File: src/rtl/pipe_ctrl_pkg.sv
// Shared definitions for the pipeline sequencing controller: stall-bit indices,
// canonical stall vectors, FSM state encoding and bus widths.
package pipe_ctrl_pkg;

  localparam int REG_BUS_W   = 32;
  localparam int INST_ADDR_W = 32;
  localparam int STALL_W     = 6;

  localparam int IDX_PC    = 0;
  localparam int IDX_IF_ID = 1;
  localparam int IDX_ID    = 2;
  localparam int IDX_EX    = 3;
  localparam int IDX_MEM   = 4;
  localparam int IDX_WB    = 5;

  typedef logic [STALL_W-1:0] stall_t;

  localparam stall_t NONE     = 6'b000000;
  // Holding a stage also holds everything upstream of it.
  localparam stall_t STALL_ID = 6'b000111;
  localparam stall_t STALL_EX = 6'b001111;

  typedef enum logic [1:0] {
    RUN   = 2'd0,
    DIV   = 2'd1,
    FLUSH = 2'd2
  } state_e;

endpackage

File: src/rtl/pipe_ctrl_cnt.sv
// Loadable down-counter for the divide sequence; saturates at zero and reports
// when it gets there.
module pipe_ctrl_cnt #(
  parameter int CNT_W = 6
) (
  input  logic             clk,
  input  logic             rst,
  input  logic             load_i,
  input  logic             dec_i,
  input  logic [CNT_W-1:0] load_val_i,
  output logic             zero_o
);

  logic [CNT_W-1:0] cnt_q;
  logic [CNT_W-1:0] cnt_d;

  // NOTE: every always_comb output gets a default first so no path can infer a latch.
  always_comb begin
    cnt_d = cnt_q;
    if (load_i) begin
      cnt_d = load_val_i;
    end else if (dec_i && (cnt_q != '0)) begin
      cnt_d = cnt_q - CNT_W'(1);
    end
  end

  // NOTE: sequential state uses non-blocking assignments only.
  always_ff @(posedge clk or negedge rst) begin
    if (!rst) begin
      cnt_q <= '0;
    end else begin
      cnt_q <= cnt_d;
    end
  end

  assign zero_o = (cnt_q == '0);

endmodule

File: src/rtl/pipe_ctrl.sv
// Pipeline sequencing controller: merges load-use and divide stalls into a
// per-stage hold vector and turns a MEM exception into a one-cycle flush.
module pipe_ctrl
  import pipe_ctrl_pkg::*;
#(
  parameter int DIV_CYCLES = 32,
  parameter int CNT_W      = 6
) (
  input  logic                   clk,
  input  logic                   rst,
  input  logic                   stallreq_id,
  input  logic                   ex_div_start,
  input  logic                   excp_i,
  input  logic [INST_ADDR_W-1:0] excp_pc_i,
  output logic [STALL_W-1:0]     stall_o,
  output logic                   flush_o,
  output logic [INST_ADDR_W-1:0] new_pc_o,
  output logic                   div_busy_o,
  output logic                   div_done_o
);

  // The entry cycle is already a held cycle and the final DIV cycle releases EX.
  localparam logic [CNT_W-1:0] DIV_LOAD = CNT_W'(DIV_CYCLES - 2);

  state_e                 state_q;
  state_e                 state_d;
  logic [INST_ADDR_W-1:0] pc_q;
  logic [INST_ADDR_W-1:0] pc_d;
  logic                   cnt_load;
  logic                   cnt_dec;
  logic                   cnt_zero;

  pipe_ctrl_cnt #(
    .CNT_W (CNT_W)
  ) u_cnt (
    .clk        (clk),
    .rst        (rst),
    .load_i     (cnt_load),
    .dec_i      (cnt_dec),
    .load_val_i (DIV_LOAD),
    .zero_o     (cnt_zero)
  );

  always_ff @(posedge clk or negedge rst) begin
    if (!rst) begin
      state_q <= RUN;
      pc_q    <= '0;
    end else begin
      state_q <= state_d;
      pc_q    <= pc_d;
    end
  end

  always_comb begin
    state_d  = state_q;
    pc_d     = pc_q;
    cnt_load = 1'b0;
    cnt_dec  = 1'b0;
    case (state_q)
      RUN: begin
        if (excp_i) begin
          state_d = FLUSH;
          pc_d    = excp_pc_i;
        end else if (ex_div_start) begin
          state_d  = DIV;
          cnt_load = 1'b1;
        end
      end
      DIV: begin
        if (excp_i) begin
          state_d = FLUSH;
          pc_d    = excp_pc_i;
        end else if (cnt_zero) begin
          state_d = RUN;
        end else begin
          cnt_dec = 1'b1;
        end
      end
      FLUSH:   state_d = RUN;
      default: state_d = RUN;
    endcase
  end

  // flush/busy/done decode only registered state, so an exception arriving in
  // the final DIV cycle cannot retract a div_done_o already presented.
  always_comb begin
    stall_o    = NONE;
    flush_o    = 1'b0;
    div_busy_o = 1'b0;
    div_done_o = 1'b0;
    case (state_q)
      RUN: begin
        if (!excp_i) begin
          if (ex_div_start) begin
            stall_o = STALL_EX;
          end else if (stallreq_id) begin
            stall_o = STALL_ID;
          end
        end
      end
      DIV: begin
        div_busy_o = 1'b1;
        if (cnt_zero) begin
          div_done_o = 1'b1;
        end else if (!excp_i) begin
          stall_o = STALL_EX;
        end
      end
      FLUSH:   flush_o = 1'b1;
      default: stall_o = NONE;
    endcase
    // Requests are combinational, so mask them while reset is asserted.
    if (!rst) begin
      stall_o = NONE;
    end
  end

  assign new_pc_o = pc_q;

endmodule

File: config.mk
export PLATFORM = sky130hd
export DESIGN_NAME = pipe_ctrl
export DESIGN_NICKNAME = d
export VERILOG_FILES = /design/src/rtl/pipe_ctrl_pkg.sv /design/src/rtl/pipe_ctrl_cnt.sv /design/src/rtl/pipe_ctrl.sv
export SDC_FILE = /design/constraint.sdc
export NUM_CORES = 1
export LEC_CHECK = 0
export CAP_MARGIN = 0
export CORE_UTILIZATION = 37
export DETAILED_ROUTE_END_ITERATION = 7
export PLACE_DENSITY = 0.88
export SLEW_MARGIN = 30
export SYNTH_ARGS = -nofsm -noshare
export SYNTH_HDL_FRONTEND = slang
export SYNTH_SLANG_ARGS = --single-unit
File: constraint.sdc
create_clock -name clk -period 1.45 [get_ports clk]
set_input_delay 0.2175 -clock clk [delete_from_list [all_inputs] [get_ports clk]]
set_output_delay 0.2175 -clock clk [all_outputs]
set_load 0.01 [all_outputs]
==> flow_metrics.env <==
export IMPL_multi_input_area_sq_um=697
export IMPL_tritoncts="built"
export IMPL_maxSlewViolCount=0
export IMPL_root_buffer="clkbuf_8"
export IMPL_vias_per_cell=4.76
export IMPL_track_usage=0.167
export IMPL_row_count=24
export IMPL_dr_wl_met3_um=441
export IMPL_cap_violations=0
export IMPL_die_w_um=69.2
export IMPL_routed_wl_mm=3.76
export IMPL_finalWeightedCongestion=0.763
export IMPL_initial_core_util=0.384
export IMPL_layout_cells_non_filler=273
export IMPL_ios=78
export IMPL_fillerInstances=342
export IMPL_top_layer_used="met4"
export IMPL_drtIter0Drc=25
export IMPL_syn_area_sq_um=1670
export IMPL_nNetsFinal=260
export IMPL_drive_above_1_share=0.276
export IMPL_clk_latency_ps=280
export IMPL_skew_ps=3.96
export IMPL_post_drt_wl_per_cell_um=13.8
export IMPL_hp_class="input port to asynchronous set/reset pin"
export IMPL_h_tree_depth=2
export IMPL_avgSynthCellArea_sq_um=14.0
export IMPL_period_minus_slack_ps=1810
export IMPL_synthXorXnorAreaFrac=0.00524
export IMPL_ys_types=24
export IMPL_synth_simple_area_share=0.0682
export IMPL_synth_common_cells="dfrtp_1 (40), mux2_1 (32), nor2_1 (7)"
export IMPL_cp_required_ps=1230
export IMPL_synth_top_family_by_area="multiplexers"
export IMPL_via_count=1299
export IMPL_synth_edff_count=0
export IMPL_reg2reg_to="u_cnt.cnt_q[3]"
export IMPL_grt_pass1_vias=1382
export IMPL_crit_fanout=2
export IMPL_synth_most_common_cell="dfrtp_1"
export IMPL_r2r_setup_slack_ps=-60
export IMPL_core_area_sq_um=4350
export IMPL_ant_nets=0
export IMPL_reg2reg_from="u_cnt.cnt_q[4]"
export IMPL_die_h_um=69.2
export IMPL_dp_cells=254
export IMPL_synth_top_area_share=0.599
export IMPL_drc=0
export IMPL_seqPwrFrac=0.445
export IMPL_peakVddDrop_mv=0.814
export IMPL_met1_length_mm=1.54
export IMPL_leakagePower_nw=1.27
export IMPL_yosysTopAreaCell="dfrtp_1"
export IMPL_drt_pass1_iter_count=4
export IMPL_syn2layout_area_growth_pct=70.0
export IMPL_ys_async_sr_fraction=1.00
export IMPL_post_route_util=0.652
export IMPL_yosysWarnings=0
export IMPL_yosys_area_share_adder=0.0150
export IMPL_antenna_found_initial=0
export IMPL_p_per_area_nw_per_um2=1080
export IMPL_seq_area_sq_um=1000
export IMPL_cts_sinks=40
export IMPL_combPwrFrac=0.330
export IMPL_cts_buffers=5
export IMPL_relSlewSlack=0.663
export IMPL_critical_path_class="flip-flop to output pin"
export IMPL_synthCells=119
export IMPL_ys_seq_area_frac=0.599
export IMPL_grt_max_degree=41
export IMPL_p_clk_frac=0.225
export IMPL_portBuffers=75
export IMPL_critPathLaunchType="flip-flop"
export IMPL_synth_compound_area_frac=0.0427
export IMPL_route_met2_wl_mm=1.72
export IMPL_switching_power_w=0.000833
export IMPL_ys_seq_elements=40
export IMPL_grt_setup_unrepaired="true"
export IMPL_worst_pin_slew_ps=506
export IMPL_clk_pin_slew_ps=70
export IMPL_grt_pass1_wl_mm=6.22
export IMPL_overflow=0
export IMPL_timing_final_ws_setup_ps=-363
export IMPL_die_area_sq_um=4790
export IMPL_ctsHoldBuffers=0
export IMPL_fmax_mhz=551
export IMPL_crit_path_end_kind="output pin"
export IMPL_period_share=1.25
export IMPL_diodes=0
export IMPL_hpwl_mm=2.52
export IMPL_netSwitchingFraction=0.272
export IMPL_run_status="complete, but fails checks"
export IMPL_synth_area_mux_share=0.222
export IMPL_setup_viol=7
export IMPL_clk_path_buf_depth=2
export IMPL_ys_flop_type="dfrtp_1"
export IMPL_ys_top_cells_by_area="dfrtp_1 (60%), mux2_1 (22%), buf_4 (1.8%), nor2_1 (1.6%), ha_1 (1.5%)"
export IMPL_worstPathArrival_ps=1600
export IMPL_hold_violations=0
export IMPL_reg2regPathDepth=7
export IMPL_violations="negative setup slack"
export IMPL_internal_power_w=0.00224
## power by group through the flow
stage               logic (W)  registers [W]  clock network, W
finish                0.00101        0.00136          0.000691
global route          0.00109        0.00139          0.000766
CTS                  0.000941        0.00137          0.000724
detailed placement   0.000868        0.00138                 0
global placement     0.000855        0.00137                 0
floorplan            0.000248        0.00146                 0
## how the worst max path moves through the flow
stage                   start         end  slack [ps]  depth (start not counted)
3_3_place_gp           excp_i  stall_o[3]        -580                          5
3_5_place_dp           excp_i  stall_o[3]        -620                          5
4_1_cts        u_cnt.cnt_q[3]  stall_o[3]        -380                          6
2_1_floorplan  u_cnt.cnt_q[0]  stall_o[1]           6                          6
6_report       u_cnt.cnt_q[4]  stall_o[3]        -360                          6
5_1_grt        u_cnt.cnt_q[4]  stall_o[3]        -440                          6
## per-stage QoR
step	power (W)	TNS, ps	hold WS, ps	instance area [sq um]	setup WS (ps)
finish	0.00307	-1190	28.6	2840	-363
floorplan	0.00170	0	-78.1	1700	5.79
global placement	0.00223	-13930	360	2580	-583
CTS	0.00303	-1400	43.4	2760	-381
global route	0.00324	-1810	76.8	2840	-442
detailed placement	0.00225	-15050	361	2580	-625
## critical path, cell delays in order, from the launching register on
cell and delay [ps]:
dfrtp_1 400, nor3_2 200, buf_4 140, a311oi_2 90
or2_1 240, nor2b_4 130, buf_6 110
## cell type report
class,instances,area share
multi-input cells,67,0.245
repair buffers,103,0.346
clock inverters,1,0.00176
inverters,4,0.00529
flip-flops and latches,40,0.353
clock buffers,6,0.0256
well taps,52,0.0229
## per-layer routing
layer,vias to the layer above,track usage
met2,61,0.252
met1,620,0.199
met5,-,0
met4,0,0.0612
met3,6,0.0930
li1,612,-
## timing repair
action                     4_1_cts  5_1_grt
pin swaps                        7        7
gates resized for setup         39       18
cloned                           1        0
setup endpoints to repair       40       17
buffers inserted                 9        6
## flip-flops by register name (all words and copies together), names as in the netlist
signal	count
new_pc_o	32
state_q	2
u_cnt.cnt_q	6
## cell usage in the layout (no fill, tap or decap), types with 2 or more instances in the layout
cell type / netlist / final
dlymetal6s2s_1: 0 / 5
inv_1: 4 / 2
a211oi_2: 0 / 2
buf_2: 4 / 7
a31oi_1: 2 / 2
inv_2: 0 / 2
a21oi_2: 0 / 2
dfrtp_1: 40 / 39
clkdlybuf4s50_1: 0 / 61
conb_1: 1 / 2
clkbuf_8: 0 / 5
nor2_1: 7 / 6
nor2b_4: 0 / 2
mux2_1: 32 / 32
nor3_2: 1 / 2
buf_4: 4 / 23
buf_6: 1 / 4
## logic make-up after synthesis
kind of cell | Yosys count
AOI/OAI and AO/OA | 9
xor gates and xnor gates | 1
adders and majority gates | 2
buffers and inverters | 13
DFF | 40
muxes | 33
other | 1
and+or+nand+nor | 20
No activity file was read; power rests on OpenSTA's default activity.
